**src/rtl/stopwatch_pkg.sv**
```systemverilog
// Shared types and constants for the stopwatch control sequencer.
package stopwatch_pkg;

    localparam int DIGIT_W = 4;

    typedef enum logic [1:0] {
        ST_IDLE  = 2'b00,
        ST_RUN   = 2'b01,
        ST_PAUSE = 2'b10,
        ST_LAP   = 2'b11
    } state_t;

    // The prescaler advances only while the stopwatch is timing.
    function automatic logic is_counting(input state_t st);
        return (st == ST_RUN) || (st == ST_LAP);
    endfunction

endpackage

```
**src/rtl/btn_conditioner.sv**
```systemverilog
// Raw pushbutton conditioning: two-flop synchronizer, level debouncer and a
// registered one-cycle press pulse on every accepted rising level.
module btn_conditioner #(
    parameter int DEB_CYCLES = 4
) (
    input  logic clk,
    input  logic clr,
    input  logic btn,
    output logic press
);

    localparam int CW = $clog2(DEB_CYCLES);

    logic          sync1_r;
    logic          sync2_r;
    logic          level_r;
    logic          level_d_r;
    logic          press_r;
    logic [CW-1:0] deb_cnt_r;

    // Synchronize, debounce and convert an accepted rising level into a pulse.
    always_ff @(posedge clk or posedge clr) begin
        if (clr) begin
            sync1_r   <= 1'b0;
            sync2_r   <= 1'b0;
            level_r   <= 1'b0;
            level_d_r <= 1'b0;
            press_r   <= 1'b0;
            deb_cnt_r <= '0;
        end else begin
            sync1_r <= btn;
            sync2_r <= sync1_r;
            // Count consecutive samples that disagree with the accepted level.
            if (sync2_r != level_r) begin
                if (deb_cnt_r == CW'(DEB_CYCLES - 1)) begin
                    level_r   <= sync2_r;
                    deb_cnt_r <= '0;
                end else begin
                    deb_cnt_r <= deb_cnt_r + CW'(1);
                end
            end else begin
                deb_cnt_r <= '0;
            end
            level_d_r <= level_r;
            press_r   <= level_r & ~level_d_r;
        end
    end

    assign press = press_r;

endmodule

```
**src/rtl/stopwatch_ctrl.sv**
```systemverilog
// Stopwatch control sequencer: button handling, run/pause/lap/reset FSM,
// count-tick prescaler, lap capture and live/lap display selection.
module stopwatch_ctrl
    import stopwatch_pkg::*;
#(
    parameter int TICK_DIV   = 6000,
    parameter int DEB_CYCLES = 4
) (
    input  logic               clk,
    input  logic               clr,
    input  logic               btn_start,
    input  logic               btn_lap,
    input  logic [DIGIT_W-1:0] cnt_ones,
    input  logic [DIGIT_W-1:0] cnt_tens,
    output logic               cnt_en,
    output logic               cnt_clr,
    output logic               running,
    output logic               disp_sel,
    output logic [DIGIT_W-1:0] disp_ones,
    output logic [DIGIT_W-1:0] disp_tens
);

    localparam int PW = $clog2(TICK_DIV);

    state_t             state_r;
    logic [PW-1:0]      p_r;
    logic [DIGIT_W-1:0] lap_ones_r;
    logic [DIGIT_W-1:0] lap_tens_r;
    logic               cnt_en_r;
    logic               cnt_clr_r;
    logic               running_r;
    logic               disp_sel_r;
    logic               start_press_s;
    logic               lap_press_s;
    logic               counting_s;
    logic               tick_due_s;

    btn_conditioner #(.DEB_CYCLES(DEB_CYCLES)) u_start_btn (
        .clk   (clk),
        .clr   (clr),
        .btn   (btn_start),
        .press (start_press_s)
    );

    btn_conditioner #(.DEB_CYCLES(DEB_CYCLES)) u_lap_btn (
        .clk   (clk),
        .clr   (clr),
        .btn   (btn_lap),
        .press (lap_press_s)
    );

    assign counting_s = is_counting(state_r);
    assign tick_due_s = counting_s && (p_r == PW'(TICK_DIV - 1));

    // Control FSM with prescaler, lap registers and registered status outputs.
    always_ff @(posedge clk or posedge clr) begin
        if (clr) begin
            state_r    <= ST_IDLE;
            p_r        <= '0;
            lap_ones_r <= '0;
            lap_tens_r <= '0;
            cnt_en_r   <= 1'b0;
            cnt_clr_r  <= 1'b1;
            running_r  <= 1'b0;
            disp_sel_r <= 1'b0;
        end else begin
            cnt_clr_r <= 1'b0;
            // Tick follows the current state, so a tick due while leaving for PAUSE still fires.
            cnt_en_r  <= tick_due_s;
            if (tick_due_s) begin
                p_r <= '0;
            end else if (counting_s) begin
                p_r <= p_r + PW'(1);
            end else begin
                p_r <= p_r;
            end
            // Start is tested first everywhere, so a simultaneous lap press is dropped.
            case (state_r)
                ST_IDLE: begin
                    if (start_press_s) begin
                        state_r   <= ST_RUN;
                        running_r <= 1'b1;
                    end
                end
                ST_RUN: begin
                    if (start_press_s) begin
                        state_r   <= ST_PAUSE;
                        running_r <= 1'b0;
                    end else if (lap_press_s) begin
                        state_r    <= ST_LAP;
                        disp_sel_r <= 1'b1;
                        lap_ones_r <= cnt_ones;
                        lap_tens_r <= cnt_tens;
                    end
                end
                ST_LAP: begin
                    if (start_press_s) begin
                        state_r    <= ST_PAUSE;
                        running_r  <= 1'b0;
                        disp_sel_r <= 1'b0;
                    end else if (lap_press_s) begin
                        state_r    <= ST_RUN;
                        disp_sel_r <= 1'b0;
                    end
                end
                ST_PAUSE: begin
                    if (start_press_s) begin
                        state_r   <= ST_RUN;
                        running_r <= 1'b1;
                    end else if (lap_press_s) begin
                        state_r    <= ST_IDLE;
                        p_r        <= '0;
                        lap_ones_r <= '0;
                        lap_tens_r <= '0;
                        cnt_clr_r  <= 1'b1;
                    end
                end
                default: begin
                    state_r    <= ST_IDLE;
                    running_r  <= 1'b0;
                    disp_sel_r <= 1'b0;
                end
            endcase
        end
    end

    assign cnt_en    = cnt_en_r;
    assign cnt_clr   = cnt_clr_r;
    assign running   = running_r;
    assign disp_sel  = disp_sel_r;
    assign disp_ones = disp_sel_r ? lap_ones_r : cnt_ones;
    assign disp_tens = disp_sel_r ? lap_tens_r : cnt_tens;

endmodule

```
**config.mk**
```make
export PLATFORM = sky130hd
export DESIGN_NAME = stopwatch_ctrl
export DESIGN_NICKNAME = d
export VERILOG_FILES = /design/src/rtl/stopwatch_pkg.sv /design/src/rtl/btn_conditioner.sv /design/src/rtl/stopwatch_ctrl.sv
export SDC_FILE = /design/constraint.sdc
export NUM_CORES = 1
export LEC_CHECK = 0
export CAP_MARGIN = 15
export CORE_UTILIZATION = 39
export CTS_BUF_LIST = sky130_fd_sc_hd__clkbuf_4 sky130_fd_sc_hd__clkbuf_8
export DETAILED_ROUTE_END_ITERATION = 7
export GPL_TIMING_DRIVEN = 0
export PLACE_DENSITY = 0.68
export SETUP_SLACK_MARGIN = 0.1
export SYNTH_ARGS = -nofsm -noshare
export SYNTH_HDL_FRONTEND = slang
export SYNTH_SLANG_ARGS = --single-unit
```
**constraint.sdc**
```tcl
create_clock -name clk -period 5.1 [get_ports clk]
set_input_delay 1.02 -clock clk [delete_from_list [all_inputs] [get_ports clk]]
set_output_delay 1.02 -clock clk [all_outputs]
set_load 0.005 [all_outputs]
```
Yosys cells after proc, flatten, opt, wreduce, memory -nomap -nowiden
Cells that the tools add are included.
{ "op_classes": {"n_addsub": 3, "eq_ne": 18, "muxes": 38, "bitwise": 4, "reduce_logical": 13} }
{ "ops": {"columns": ["op", "n"], "rows": [
  ["$mux W13", 5],
  ["$mux W4", 8],
  ["$mux W2", 11],
  ["$pmux W4 S2", 2],
  ["$add A13 B1 Y13 const B", 1],
  ["$eq A13 B13 Y1 const B", 1],
  ["$ne A2 B1 Y1 const B", 5],
  ["$mux W1", 9],
  ["$ne A3 B1 Y1 const B", 3],
  ["$eq A2 B2 Y1 const B", 4],
  ["$pmux W2 S4", 1],
  ["$reduce_and A4 Y1", 2],
  ["$reduce_and A2 Y1", 3],
  ["$reduce_and A5 Y1", 1],
  ["$add A2 B1 Y2 const B", 2],
  ["$ne A2 B2 Y1 const B", 2],
  ["$pmux W1 S2", 2],
  ["$reduce_bool A2 Y1", 2],
  ["$reduce_or A2 Y1", 2],
  ["$and A1 B1 Y1", 2],
  ["$eq A2 B1 Y1 const B", 1],
  ["$logic_not A2 Y1", 1],
  ["$ne A1 B1 Y1", 2],
  ["$not A1 Y1", 2],
  ["2 further kinds", 2]
]} }
{ "word_totals": {"regBits": 41, "in_bits": 12, "output_inout_bits": 12, "elab_cells": 96} }

Logic depth before layout (Yosys ltp)
{ "logic_depth": {"ltp_word": 7, "ltp_mapped": 8} }

Cells and area by module
From an unflattened synthesis, not the netlist that was laid out.
{ "hier_totals": {"hier_cells": 158, "hier_area_um2": 1805.5} }
{ "modules_own_cells": {"columns": ["module", "n_inst", "cells_each", "area_per_inst_um2", "seq_area_each_um2"], "rows": [
  ["stopwatch_ctrl", 1, 130, 1337.5, 676.9],
  ["btn_conditioner", 2, 14, 234.0, 175.2]
]} }

Worst setup path before layout
OpenSTA, ideal clock, no wires.
{ "synth_timing": {"kind": "input -> output", "from": "input cnt_ones[0]", "to": "output disp_ones[0]", "arrival_time_ns": 1.272, "slack_ns": 2.808, "path_stages": 1, "path_buffers": 0, "path_cell_list": "mux2_2"} }
{ "synth_via": {"elab_chain_len": 1} }
{ "synth_lines": {"columns": ["item", "line", "rtl"], "rows": [
  ["start: declaration", "stopwatch_ctrl.sv:13", "input logic [DIGIT_W-1:0] cnt_ones,"],
  ["$mux W4", "stopwatch_ctrl.sv:131", "assign disp_ones = disp_sel_r ? lap_ones_r : cnt_ones;"],
  ["end: declaration", "stopwatch_ctrl.sv:19", "output logic [DIGIT_W-1:0] disp_ones,"]
]} }
No other way between the ends.

Worst setup path after layout
{ "layout_timing": {"from": "input cnt_ones[2]", "to": "output disp_ones[2]"} }
The elaborated chain is that of the path after synthesis.

==> metrics.md <==
| Metric | Value |
|---|---|
| Outcome | finished clean |
| Critical-path top delay cell | clkdlybuf4s50_1 |
| #FFs+latches synth | between 40 and 50 |
| Critical hold path startpoint | u_start_btn.sync1_r$_DFF_PP0_ |
| I/O pins | 24 |
| Post-Synthesis Net Count | approximately 190 |
| Distinct cells, synth | 32 |
| DRT iter0 DRCs | between 80 and 90 |
| Peak Freq | 0.3130 GHz |
| Worst hold endpoint | u_start_btn.sync2_r$_DFF_PP0_ |
| Top post-synthesis cells by count | dfrtp_1, nor2_1, nand2_1, o21ai_0 |
| Yosys top cell area share | 0.5281 |
| Ratio of final minimum period to clock period | 0.6265 |
| Antenna-violating nets left | 0 |
| Crit path time final | between 3 and 4 ns |
| FFs w/ async S/R, synth | 1.000 |
| Starting Density | 0.4208 |
| Clock Tree Buf Depth | 2 |
| Site row count | 24 |
| Req. time, crit path | between 4 and 5 ns |
| Post-route setup TNS | 0 ns |
| Sequential element share of the synthesized area | 0.5419 |
| Count of final setup violators | 0 |
| Initial antenna violation count | 0 |
| TritonRoute pass-1 iters | 4 |
| Full die area | 5143 sq um |
| Max-slew headroom | 0.4572 |
| Ys Warns | 0 |
| Clk_skew | around 0.0099 ns |
| Max FO, Critical Path | 2 |
| Crit end category | primary output |
| Synth area leader | dfrtp_1 |
| Reg-to-reg endpoint | lap_tens_r[1]$_DFFE_PP0P_ |
| CTS tree | built |
| Slowest stage delay, CP | 0.45 ns |
| Die X | slightly above 70 um |
| Synth top area cells | dfrtp_1, mux2_2, ha_1 |
| ANT cells | 0 |
| FF-to-FF setup slack | ~3.1 ns |
| RSZ-0062 raised after global routing | false |
| Syn Inst Count | between 150 and 200 |
| Total grt overflow | 0 |
| Post-Syn Area | 1896 sq um |
| Wire per inst | ~12 um |
| Most frequent CP cell | clkdlybuf4s50_1 |
| H-tree Lvls | 2 |
| Global-route wire length before repair | approximately 5600 um |
| RR Startpoint | state_r[1]$_DFFE_PP0P_ |
| DR vias/cell | 4.969 |
| CP arrival | about 2.2 ns |
| Crit path kind | input port to primary output |
| Min-delay worst type | register to register |
| Worst Path Buf+Inv | 2 |
| Most common cell in the netlist | dfrtp_1 |
| All-Layer GR Usage | 0.1385 |
| Worst hold path stage count | 0 |
| Root Buffer | clkbuf_8 |
| Post-synth EDFFs | 0 |
| Maximum vdd ir drop | roughly 250 uV |
| Nets | 224 |
| Worst R2R Path Depth | 7 |
| CTS sink cnt | 41 |
| Ys flop type | dfrtp_1 |
| PD cells | roughly 530 nW/um^2 |
| Max Slew Vio Count | 0 |
| Largest net degree at the start of global routing | 42 |
| Final hold violations | 0 |
| Residual DRC count | 0 |
| Vias in the first global route | approximately 1300 |
| Slew @ Worst Pin | just over 0.8 ns |
| Setup bufs post-CTS | 0 |
| Height of the die | 71.72 um |
| GPL Wtd Cong | 0.7842 |
| Cells along the critical path | clkdlybuf4s50_1 -> mux2_2 -> clkdlybuf4s50_1 |
| Cts repair resizes | 0 |
| DP HPWL | ~2200 um |
| Worst setup SP type | input port |
| Top Family by Delay on Critical Path | buffers and inverters |
| Final wirelength | roughly 3100 um |
| CTS Buf Count | 5 |
| Leakage power | slightly below 0.001 uW |
| Via count | around 1300 |
| IO Port Bufs | 23 |
| Min Hold Slack | roughly 0.35 ns |
| Core area | roughly 4500 sq um |
| Clock transition at path regs | roughly 0.09 ns |
| Maxcap violations | 0 |
| Hold buffers post-CTS | 0 |
| Clock latency on the worst-skew pair | approximately 0.29 ns |
| Share of cells above drive strength 1 | 0.1214 |
| Area Overhead vs Synth | 21.65% |
| Post-Syn Area per Cell | approximately 11 sq um |
worst max-delay path by stage:
stage,start,to,slack [ns],cells after the start
global route,cnt_ones[2],disp_ones[2],1.86,3
CTS,cnt_ones[2],disp_ones[2],1.90,3
floorplan,cnt_ones[0],disp_ones[0],2.81,1
detailed placement,cnt_ones[2],disp_ones[2],1.91,3
finish,cnt_ones[2],disp_ones[2],1.91,3
global placement,cnt_ones[2],disp_ones[2],1.91,3
state kept, by name (all words and copies together) (netlist names), 2 cells and up:
| register | cells |
|---|---|
| p_r | 13 |
| lap_tens_r | 4 |
| u_lap_btn.deb_cnt_r | 2 |
| u_start_btn.deb_cnt_r | 2 |
| state_r | 2 |
| lap_ones_r | 4 |
logic make-up after synthesis:
logic type,count (synthesis),synth area share
mux,10,0.05941
xor+xnor,14,0.06468
fa+ha+maj,7,0.04620
compound gates,26,0.09043
flops,41,0.5419
buf+inv,13,0.02838
simple gates,64,0.1690
layout make-up:
class	instances	area [sq um]
clock buffer	5	68.82
timing repair buffer	23	230.2
multi-input combinational	121	814.5
sequential	41	1027
clock inverter	3	46.29
buffer	5	23.77
tap	52	65.06
fill	426	2198
inverter	8	30.03
per-stage QoR:
step / power [uW] / setup WS [ns] / area, sq um / std cells / utilization
4_1_cts: 1244 / 1.902 / 2306 / 258 / 0.5119
5_1_grt: 1330 / 1.864 / 2306 / 258 / 0.5119
6_report: 1228 / 1.905 / 2306 / 258 / 0.5119
3_5_place_dp: 976.6 / 1.907 / 2191 / 250 / 0.4864
2_1_floorplan: 802.3 / 2.808 / 1896 / 175 / -
3_3_place_gp: 964.8 / 1.908 / 2191 / 250 / 0.4864
cells in the final DEF (no fill, tap or decap), drive strengths merged, types with 2 or more instances in the layout:
cell,instances
xor2,4
ha,7
nor2,20
o21a,2
inv,8
a21oi,5
dfrtp,40
nand2,14
nand2b,8
clkdlybuf4s50,23
clkbuf,8
o21ai,15
nor2b,4
and2,2
nor3,4
nor4,4
nand3,2
nand4,2
buf,2
xnor2,10
mux2,10
o2111ai,2
where the power goes:
part           switching (uW)  internal (uW)
Sequential               75.2            429
Clock                     118            147
Combinational             216            244
per-layer routing:
layer / vias up / GRT usage / part of all wire
met3: 4 / 0.03376 / 0.036
met2: 20 / 0.1992 / 0.43
met4: 0 / 0.05229 / 0.0097
met1: 611 / 0.2024 / 0.52
met5: - / 0 / 0
li1: 647 / - / -
(Power assumes the default switching activity.)
